<file path="config.mk">
export PLATFORM = sky130hd
export DESIGN_NAME = prog_loader
export DESIGN_NICKNAME = d
export VERILOG_FILES = /design/src/rtl/rv32i_pkg.sv /design/src/rtl/prog_loader_word_assembler.sv /design/src/rtl/prog_loader.sv
export SDC_FILE = /design/constraint.sdc
export NUM_CORES = 1
export LEC_CHECK = 0
export ABC_AREA = 1
export CAP_MARGIN = 20
export CORE_ASPECT_RATIO = 0.5
export CORE_MARGIN = 2
export CORE_UTILIZATION = 55
export DETAILED_ROUTE_END_ITERATION = 10
export PLACE_DENSITY = 0.78
export SYNTH_ARGS = -nofsm -noshare
export SYNTH_HDL_FRONTEND = slang
export SYNTH_HIERARCHICAL = 1
export SYNTH_SLANG_ARGS = --single-unit
</file>
<file path="constraint.sdc">
create_clock -name clk -period 5.5 [get_ports clk]
set_input_delay 1.1 -clock clk [delete_from_list [all_inputs] [get_ports clk]]
set_output_delay 1.1 -clock clk [all_outputs]
set_load 0.01 [all_outputs]
</file>
<file path="src/rtl/rv32i_pkg.sv">
// Shared types and defaults for the RV32I boot path.
// The loader FSM state type lives here so a testbench or debug logic can decode it.
package rv32i_pkg;

  localparam int IMEM_DEPTH_DEFAULT = 256;

  typedef enum logic [2:0] {
    LEN_LO,
    LEN_HI,
    DATA,
    CHECK,
    RUN,
    ERROR
  } loader_state_t;

endpackage

</file>
<file path="src/rtl/prog_loader_word_assembler.sv">
// Packs little-endian bytes into 32-bit words; word_vld_o fires combinationally with the 4th byte.
// Zero latency, no backpressure: every byte_vld_i is consumed.
module word_assembler (
  input  logic        clk,
  input  logic        rst_n,
  input  logic        byte_vld_i,
  input  logic [7:0]  byte_dat_i,
  output logic        word_vld_o,
  output logic [31:0] word_dat_o
);

  logic [1:0]  lane_q;
  logic [23:0] shift_q;

  // The 4th byte completes the word directly, so only the three older bytes need storage.
  assign word_vld_o = byte_vld_i && (lane_q == 2'd3);
  assign word_dat_o = {byte_dat_i, shift_q};

  always_ff @(posedge clk or negedge rst_n) begin
    if (!rst_n) begin
      lane_q  <= 2'd0;
      shift_q <= 24'd0;
    end else if (byte_vld_i) begin
      lane_q  <= lane_q + 2'd1;
      shift_q <= word_dat_o[31:8];
    end
  end

endmodule

</file>
<file path="src/rtl/prog_loader.sv">
// Loads a length-prefixed, XOR-checksummed byte stream into instruction memory, then releases the CPU.
// One-cycle registered write per word; s_ready drops in RUN/ERROR until start.
module prog_loader
  import rv32i_pkg::*;
#(
  parameter int IMEM_DEPTH = IMEM_DEPTH_DEFAULT,
  parameter int ADDR_W     = $clog2(IMEM_DEPTH)
) (
  input  logic              clk,
  input  logic              rst_n,
  input  logic              s_valid,
  input  logic [7:0]        s_data,
  output logic              s_ready,
  input  logic              start,
  output logic              imem_we,
  output logic [ADDR_W-1:0] imem_addr,
  output logic [31:0]       imem_wdata,
  output logic              cpu_rst_n,
  output logic              done,
  output logic              error
);

  localparam logic [16:0] DEPTH_W = 17'(IMEM_DEPTH);

  loader_state_t     state_q, state_d;
  logic [15:0]       len_q, len_d;
  logic [15:0]       word_cnt_q, word_cnt_d;
  logic [7:0]        xor_q, xor_d;
  logic              imem_we_q, imem_we_d;
  logic [ADDR_W-1:0] imem_addr_q, imem_addr_d;
  logic [31:0]       imem_wdata_q, imem_wdata_d;
  logic              cpu_rst_n_q;

  logic        xfer;
  logic        word_vld;
  logic [31:0] word_dat;

  assign s_ready = (state_q == LEN_LO) || (state_q == LEN_HI) ||
                   (state_q == DATA)   || (state_q == CHECK);
  assign xfer    = s_valid && s_ready;

  word_assembler u_asm (
    .clk        (clk),
    .rst_n      (rst_n),
    .byte_vld_i (xfer && (state_q == DATA)),
    .byte_dat_i (s_data),
    .word_vld_o (word_vld),
    .word_dat_o (word_dat)
  );

  always_comb begin
    state_d      = state_q;
    len_d        = len_q;
    word_cnt_d   = word_cnt_q;
    xor_d        = xor_q;
    imem_we_d    = 1'b0;
    imem_addr_d  = imem_addr_q;
    imem_wdata_d = imem_wdata_q;
    case (state_q)
      LEN_LO: begin
        word_cnt_d = 16'd0;
        xor_d      = 8'd0;
        if (xfer) begin
          len_d   = {8'h00, s_data};
          state_d = LEN_HI;
        end
      end
      LEN_HI: begin
        if (xfer) begin
          len_d = {s_data, len_q[7:0]};
          if ({1'b0, len_d} > DEPTH_W) state_d = ERROR;
          else if (len_d == 16'd0)     state_d = CHECK;
          else                         state_d = DATA;
        end
      end
      DATA: begin
        if (xfer) begin
          xor_d = xor_q ^ s_data;
          if (word_vld) begin
            imem_we_d    = 1'b1;
            imem_addr_d  = word_cnt_q[ADDR_W-1:0];
            imem_wdata_d = word_dat;
            word_cnt_d   = word_cnt_q + 16'd1;
            if (word_cnt_d == len_q) state_d = CHECK;
          end
        end
      end
      CHECK: begin
        if (xfer) state_d = (s_data == xor_q) ? RUN : ERROR;
      end
      RUN, ERROR: begin
        if (start) state_d = LEN_LO;
      end
      default: state_d = LEN_LO;
    endcase
  end

  always_ff @(posedge clk or negedge rst_n) begin
    if (!rst_n) begin
      state_q      <= LEN_LO;
      len_q        <= 16'd0;
      word_cnt_q   <= 16'd0;
      xor_q        <= 8'd0;
      imem_we_q    <= 1'b0;
      imem_addr_q  <= '0;
      imem_wdata_q <= 32'd0;
      cpu_rst_n_q  <= 1'b0;
    end else begin
      state_q      <= state_d;
      len_q        <= len_d;
      word_cnt_q   <= word_cnt_d;
      xor_q        <= xor_d;
      imem_we_q    <= imem_we_d;
      imem_addr_q  <= imem_addr_d;
      imem_wdata_q <= imem_wdata_d;
      // Tracks the next state so the core is held in reset on the same edge that leaves RUN.
      cpu_rst_n_q  <= (state_d == RUN);
    end
  end

  assign imem_we    = imem_we_q;
  assign imem_addr  = imem_addr_q;
  assign imem_wdata = imem_wdata_q;
  assign cpu_rst_n  = cpu_rst_n_q;
  assign done       = (state_q == RUN);
  assign error      = (state_q == ERROR);

endmodule

</file>
==> results of run 1 <==
logic make-up after synthesis:
group | after synthesis
compound gates | 57
fa+ha+maj | 2
flops | 111
simple gates | 380
buf+inv | 83
xor+xnor | 11
stage by stage:
step                 util  instance area [µm²]  total power, mW  cells  hold WS, ps
global route        0.659                 6220             2.56    828          492
finish              0.659                 6220             2.42    828          472
CTS                 0.659                 6220             2.43    828          477
floorplan               -                 5350             1.55    644          442
global placement    0.625                 5910             1.70    812          458
detailed placement  0.625                 5910             1.72    812          459
layer usage:
metal,wire length (µm),part of all wire,GRT usage
met1,5400,0.47,0.329
met2,5230,0.45,0.366
met3,635,0.055,0.0502
met4,240,0.021,0.0915
met5,0,0,0
cells in the final DEF (no fill, tap or decap), drive strengths merged:
master	instances
nor4	1
nand3b	1
a21oi	5
o31ai	5
o21ai	25
clkbuf	9
xnor3	1
nand4	13
clkdlybuf4s50	55
o22ai	20
or2	1
o211ai	1
inv	63
nand2	285
dfrtp	111
buf	4
nor3	7
bufinv	1
nor2	40
xor2	5
xnor2	5
nand3	32
o21bai	1
ha	2
worst max path at each step:
stage	start	endpoint	slack (ps)	cells after the start
after global placement	s_valid	word_cnt_q[0]	2040	11
final	s_valid	imem_addr[1]	2340	10
after detailed placement	s_valid	imem_addr[1]	1960	10
after floorplan	s_valid	cpu_rst_n	2970	17
after global routing	s_valid	imem_addr[1]	2050	11
after CTS	s_valid	imem_addr[1]	2300	10
sequential cells by signal, indices dropped and copies added, names as in the netlist:
register	cells
word_cnt_q	16
u_asm/lane_q	2
imem_we	1
imem_addr	8
imem_wdata	32
cpu_rst_n	1
len_q	16
state_q	3
xor_q	8
u_asm/shift_q	24
Yosys cell counts (all sizes together), types with 2 or more instances:
master / count / area [µm²]
o21ai: 25 / 125
o31ai: 5 / 37.5
xnor2: 5 / 43.8
buf: 26 / 199
nor2: 40 / 238
inv: 57 / 221
ha: 2 / 25.0
nor3: 7 / 35.0
dfrtp: 111 / 2780
nand4: 13 / 81.3
nand2: 285 / 1150
nand3: 32 / 160
xor2: 5 / 43.8
a21oi: 5 / 28.8
o22ai: 20 / 125
area by class of cell:
cell class	instances	area (µm²)
fill	771	3220
sequential	111	2780
multi-input combinational	450	2160
timing repair buffer	59	581
clock buffer	9	225
inverter	57	221
tap	135	169
clock inverter	7	92.6
power groups by stage:
stage,combinational (mW),clock (mW),sequential [mW]
6_report,0.605,0.700,1.11
5_1_grt,0.686,0.741,1.13
4_1_cts,0.606,0.708,1.11
3_5_place_dp,0.600,0,1.12
3_3_place_gp,0.585,0,1.12
2_1_floorplan,0.462,0,1.09
critical path, delay by kind of cell:
family,cells,cell delay [ps]
buffers and inverters,5,1410
and+or+nand+nor,4,550
AOI/OAI and AO/OA,1,340
==> metrics.cfg, run 1 <==
[layout]
num_antenna_cells = 0
area_growth_pct = 16.3
drive_above_1_share = 0.113
layout.nets = 702

[detailed_routing]
post_drt_wl_per_cell_um = 13.9
drt_iter0_markers = 292
drcViolationCount = 0
vias_per_cell = 5.21
vias = 4312
drt_wirelength_mm = 11.5
drt_pass1_iterations = 5
postRouteAntennaNets = 0

[synthesis]
post_synth.cell_area_avg_um2 = 8.31
synthesis.area_um2 = 5350
synth_sequential_area_ratio = 0.519
synth_edf_count = 0
synth_fp_nets = 658
synth_top_family_by_area = simple AND/OR/NAND/NOR gates
synthesis.yosys.warnings = 6
compound_gate_fraction_of_synth_area = 0.0619
number_of_distinct_library_cells_after_synthesis = 32
yosys.area_share.simple = 0.315
muxShareOfSynthArea = 0
ys.flop_type = sky130_fd_sc_hd__dfrtp_1
yosys_register_bits = 111
synthesis.instances = 644
xor_and_xnor_fraction_of_the_mapped_netlist_area = 0.0206
synthAdderAreaFrac = 0.00467
async_flop_share = 1.00

[grt]
vias_in_the_first_global_route = 4029
globalRouteOverflowTotal = 0
grtUsageTotal = 0.236
largest_net_degree_at_the_start_of_global_routing = 68
grt_first_pass_wirelength_mm = 19.3
grt_antenna_before_repair = 0

[worst_hold_path]
min_delay_worst_endpoint = imem_wdata[22]
worst_hold_startpoint = imem_wdata[22]
worst_hold_path_type = flip-flop to flip-flop
worstHoldPathCells = 2

[setup_path]
timing.critical_path.slowest_cell_delay_ps = 490
cp-end-kind = flip-flop
crit_slowest_cell = sky130_fd_sc_hd__clkdlybuf4s50_1
crit_chain = clkdlybuf4s50_1 -> inv_2 -> nor2_2 -> buf_4 -> nand2_1 -> inv_1 -> nand2_1 -> nor2_4 -> inv_2 -> o21ai_0
rrSetupSlack_ps = 2910
worst_ep_arrival_time_ps = 3420
ff2ff_path_depth = 11
crit_path_start_kind = input port
critPathKind = input port to flip-flop
reg2reg_from = state_q[1]
timing.critical_path.required_ps = 5760
r2r-end = imem_addr[1]
cp_max_fo = 60

[floorplan]
die_y_um = 73.8
placeable_core_region_um2 = 9450
top_level_ports = 57
initial_utilization = 0.567
placementRows = 25
fp.dieW_um = 144
die_area_um2 = 10600

[timing]
tns_ps = 0
final_hold_viol_count = 0
tightestPinTransition_ps = 954
setup_viol = 0
maxSlewHeadroom = 0.363
finalWorstSetupSlack_ps = 2340
final.min_clock_period_ps = 3160
timing.clock.skew_ps = 8.67
clock.fmax_mhz = 317
setup_repair_after_global_routing_missed_its_margin = no
slew_viol_final = 0
post_route_fraction_of_the_period_consumed_by_the_critical_path = 0.574

[status]
outcome = finished clean

[power]
netSwitchingPower_mw = 0.851
power.density_cell_area_nw_per_um2 = 389
pwr-share-clk = 0.290
power.share.switching = 0.352
cell_leakage_power_nw = 3.05
pint_mw = 1.57
ir_worst_vdd_mv = 0.191
sequentialPowerShare = 0.460
share_comb_of_total_power = 0.250

[cts]
clk_latency_ps = 360
worst_setup_hold_path_clk_slew_ps = 80
cts_root_buffer = sky130_fd_sc_hd__clkbuf_16
cts_setup_buffers = 0
cts_buffers = 9
tritoncts_clock_tree = built
post_cts_hold_buffer_count = 0
post_cts.resized_instances = 0
clockBufferDepth = 2
clock_sink_count = 111
htreeDepth = 3

[flow_run]
max_cap_viol_count = 0

[placed_design]
dp_hpwl_mm = 7.82
portBuffers = 56
pre_cts_ws_ps = 1960
globalplace.congestion = 0.895

(Power assumes the default switching activity.)
==> run 2, diff against run 1 <==
- CORE_UTILIZATION: 55 -> 51
- PLACE_DENSITY: 0.78 -> 0.76
- clock period: 5.5 -> 2.82 ns (I/O delays scaled with it)
==> metrics.cfg, run 2 (synthesis gave the netlist of run 1 again) <==
[floorplan]
initial_utilization = 0.524
fp.dieW_um = 149
placementRows = 26
die_area_um2 = 11400
die_y_um = 76.5
placeable_core_region_um2 = 10200
top_level_ports = 57

[layout]
final_cell_mix = sky130_fd_sc_hd__nand2_1 (255), sky130_fd_sc_hd__dfrtp_1 (111), sky130_fd_sc_hd__clkdlybuf4s50_1 (55)
fillers = 902
finish.utilization = 0.615
largest_register_ffs = 32
num_antenna_cells = 0
design_area_um2 = 6280
final-instance-count-excl-fill = 837
area_growth_pct = 17.3
final_common_cell = sky130_fd_sc_hd__nand2_1
layout.nets = 707
drive_above_1_share = 0.118

[power]
netSwitchingPower_mw = 1.63
cell_leakage_power_nw = 3.07
share_comb_of_total_power = 0.260
power.density_cell_area_nw_per_um2 = 761
ir_worst_vdd_mv = 0.315
pint_mw = 3.15
pwr-share-clk = 0.288
power.share.switching = 0.342
sequentialPowerShare = 0.452

[cts]
worst_setup_hold_path_clk_slew_ps = 70
clock_sink_count = 111
post_cts.resized_instances = 0
cts_root_buffer = sky130_fd_sc_hd__clkbuf_16
cts_setup_buffers = 0
cts_buffers = 9
tritoncts_clock_tree = built
clockBufferDepth = 2
post_cts_hold_buffer_count = 0
clk_latency_ps = 350
htreeDepth = 3

[timing]
tightestPinTransition_ps = 996
slew_viol_final = 0
clock.fmax_mhz = 423
setup_repair_after_global_routing_missed_its_margin = no
setup_viol = 0
tns_ps = 0
finalWorstSetupSlack_ps = 457
final_hold_viol_count = 0
post_route_fraction_of_the_period_consumed_by_the_critical_path = 0.838
maxSlewHeadroom = 0.336
final.min_clock_period_ps = 2360
timing.clock.skew_ps = 6.04

[detailed_routing]
drt_iter0_markers = 406
drt_pass1_iterations = 5
vias_per_cell = 5.28
postRouteAntennaNets = 0
post_drt_wl_per_cell_um = 14.5
vias = 4419
drt_wirelength_mm = 12.1
drcViolationCount = 0

[grt]
grt_first_pass_wirelength_mm = 20.0
grtUsageTotal = 0.222
globalRouteOverflowTotal = 0
vias_in_the_first_global_route = 4080
grt_antenna_before_repair = 0
largest_net_degree_at_the_start_of_global_routing = 112

[setup_path]
crit_slowest_cell = sky130_fd_sc_hd__clkdlybuf4s50_1
crit_path_start_kind = flip-flop
cp-end-kind = output port
timing.critical_path.slowest_cell_delay_ps = 540
crit_chain = inv_1 -> nor2_1 -> inv_1 -> nor2_1 -> clkdlybuf4s50_1
timing.critical_path.required_ps = 2260
critPathKind = flip-flop to output port
cp_max_fo = 5
worst_ep_arrival_time_ps = 1800

[worst_hold_path]
worst_hold_path_type = input port to asynchronous set/reset pin

[flow_run]
max_cap_viol_count = 0

[status]
outcome = finished clean

[placed_design]
globalplace.congestion = 0.835
postPlaceCellArea_um2 = 5960
dp_hpwl_mm = 7.99
pre_cts_ws_ps = 207
portBuffers = 56
dp_cells = 822

run 2: path summary, 6_finish.rpt:
path,startpoint,to,slack (ps),cells past startpoint
setup / recovery,state_q[2],error,460,5
hold / removal,rst_n,imem_addr[5],260,2
setup reg to reg,state_q[1],cpu_rst_n,470,18
hold reg to reg,imem_wdata[13],imem_wdata[13],470,2
max in group asynchronous,rst_n,u_asm/shift_q[20],2090,2
min in group clk,imem_wdata[13],imem_wdata[13],470,2
run 2: layout make-up:
type | instances | area, µm² | share of cell area
well taps | 140 | 175 | 0.0279
clock buffers | 9 | 225 | 0.0358
multi-input cells | 450 | 2160 | 0.344
inverters | 57 | 221 | 0.0353
clock inverters | 6 | 93.8 | 0.0149
flip-flops and latches | 111 | 2780 | 0.442
repair buffers | 64 | 631 | 0.100
run 2: power groups by stage:
stage / registers, mW / clock network [mW] / logic (mW)
6_report: 2.16 / 1.38 / 1.24
5_1_grt: 2.20 / 1.46 / 1.39
4_1_cts: 2.16 / 1.39 / 1.23
3_5_place_dp: 2.18 / 0 / 1.21
3_3_place_gp: 2.18 / 0 / 1.17
2_1_floorplan: 2.13 / 0 / 0.900
run 2: critical path, delay by kind of cell, from the launching register on:
family        cells  cell delay, ps
buf+inv           3             770
simple gates      2             210
flops             1             470
run 2: metrics by stage:
| stage | hold WS (ps) | total power [mW] |
|---|---|---|
| 2_1_floorplan | 268 | 3.03 |
| 3_5_place_dp | 457 | 3.39 |
| 4_1_cts | 316 | 4.78 |
| 6_report | 261 | 4.78 |
| 3_3_place_gp | 457 | 3.35 |
| 5_1_grt | 345 | 5.04 |
run 2: routing by layer:
layer,vias to the layer above,wire (µm),track usage
li1,2141,-,-
met2,131,5710,0.355
met5,-,0,0
met4,0,235,0.0752
met1,2120,5590,0.305
met3,27,571,0.0461
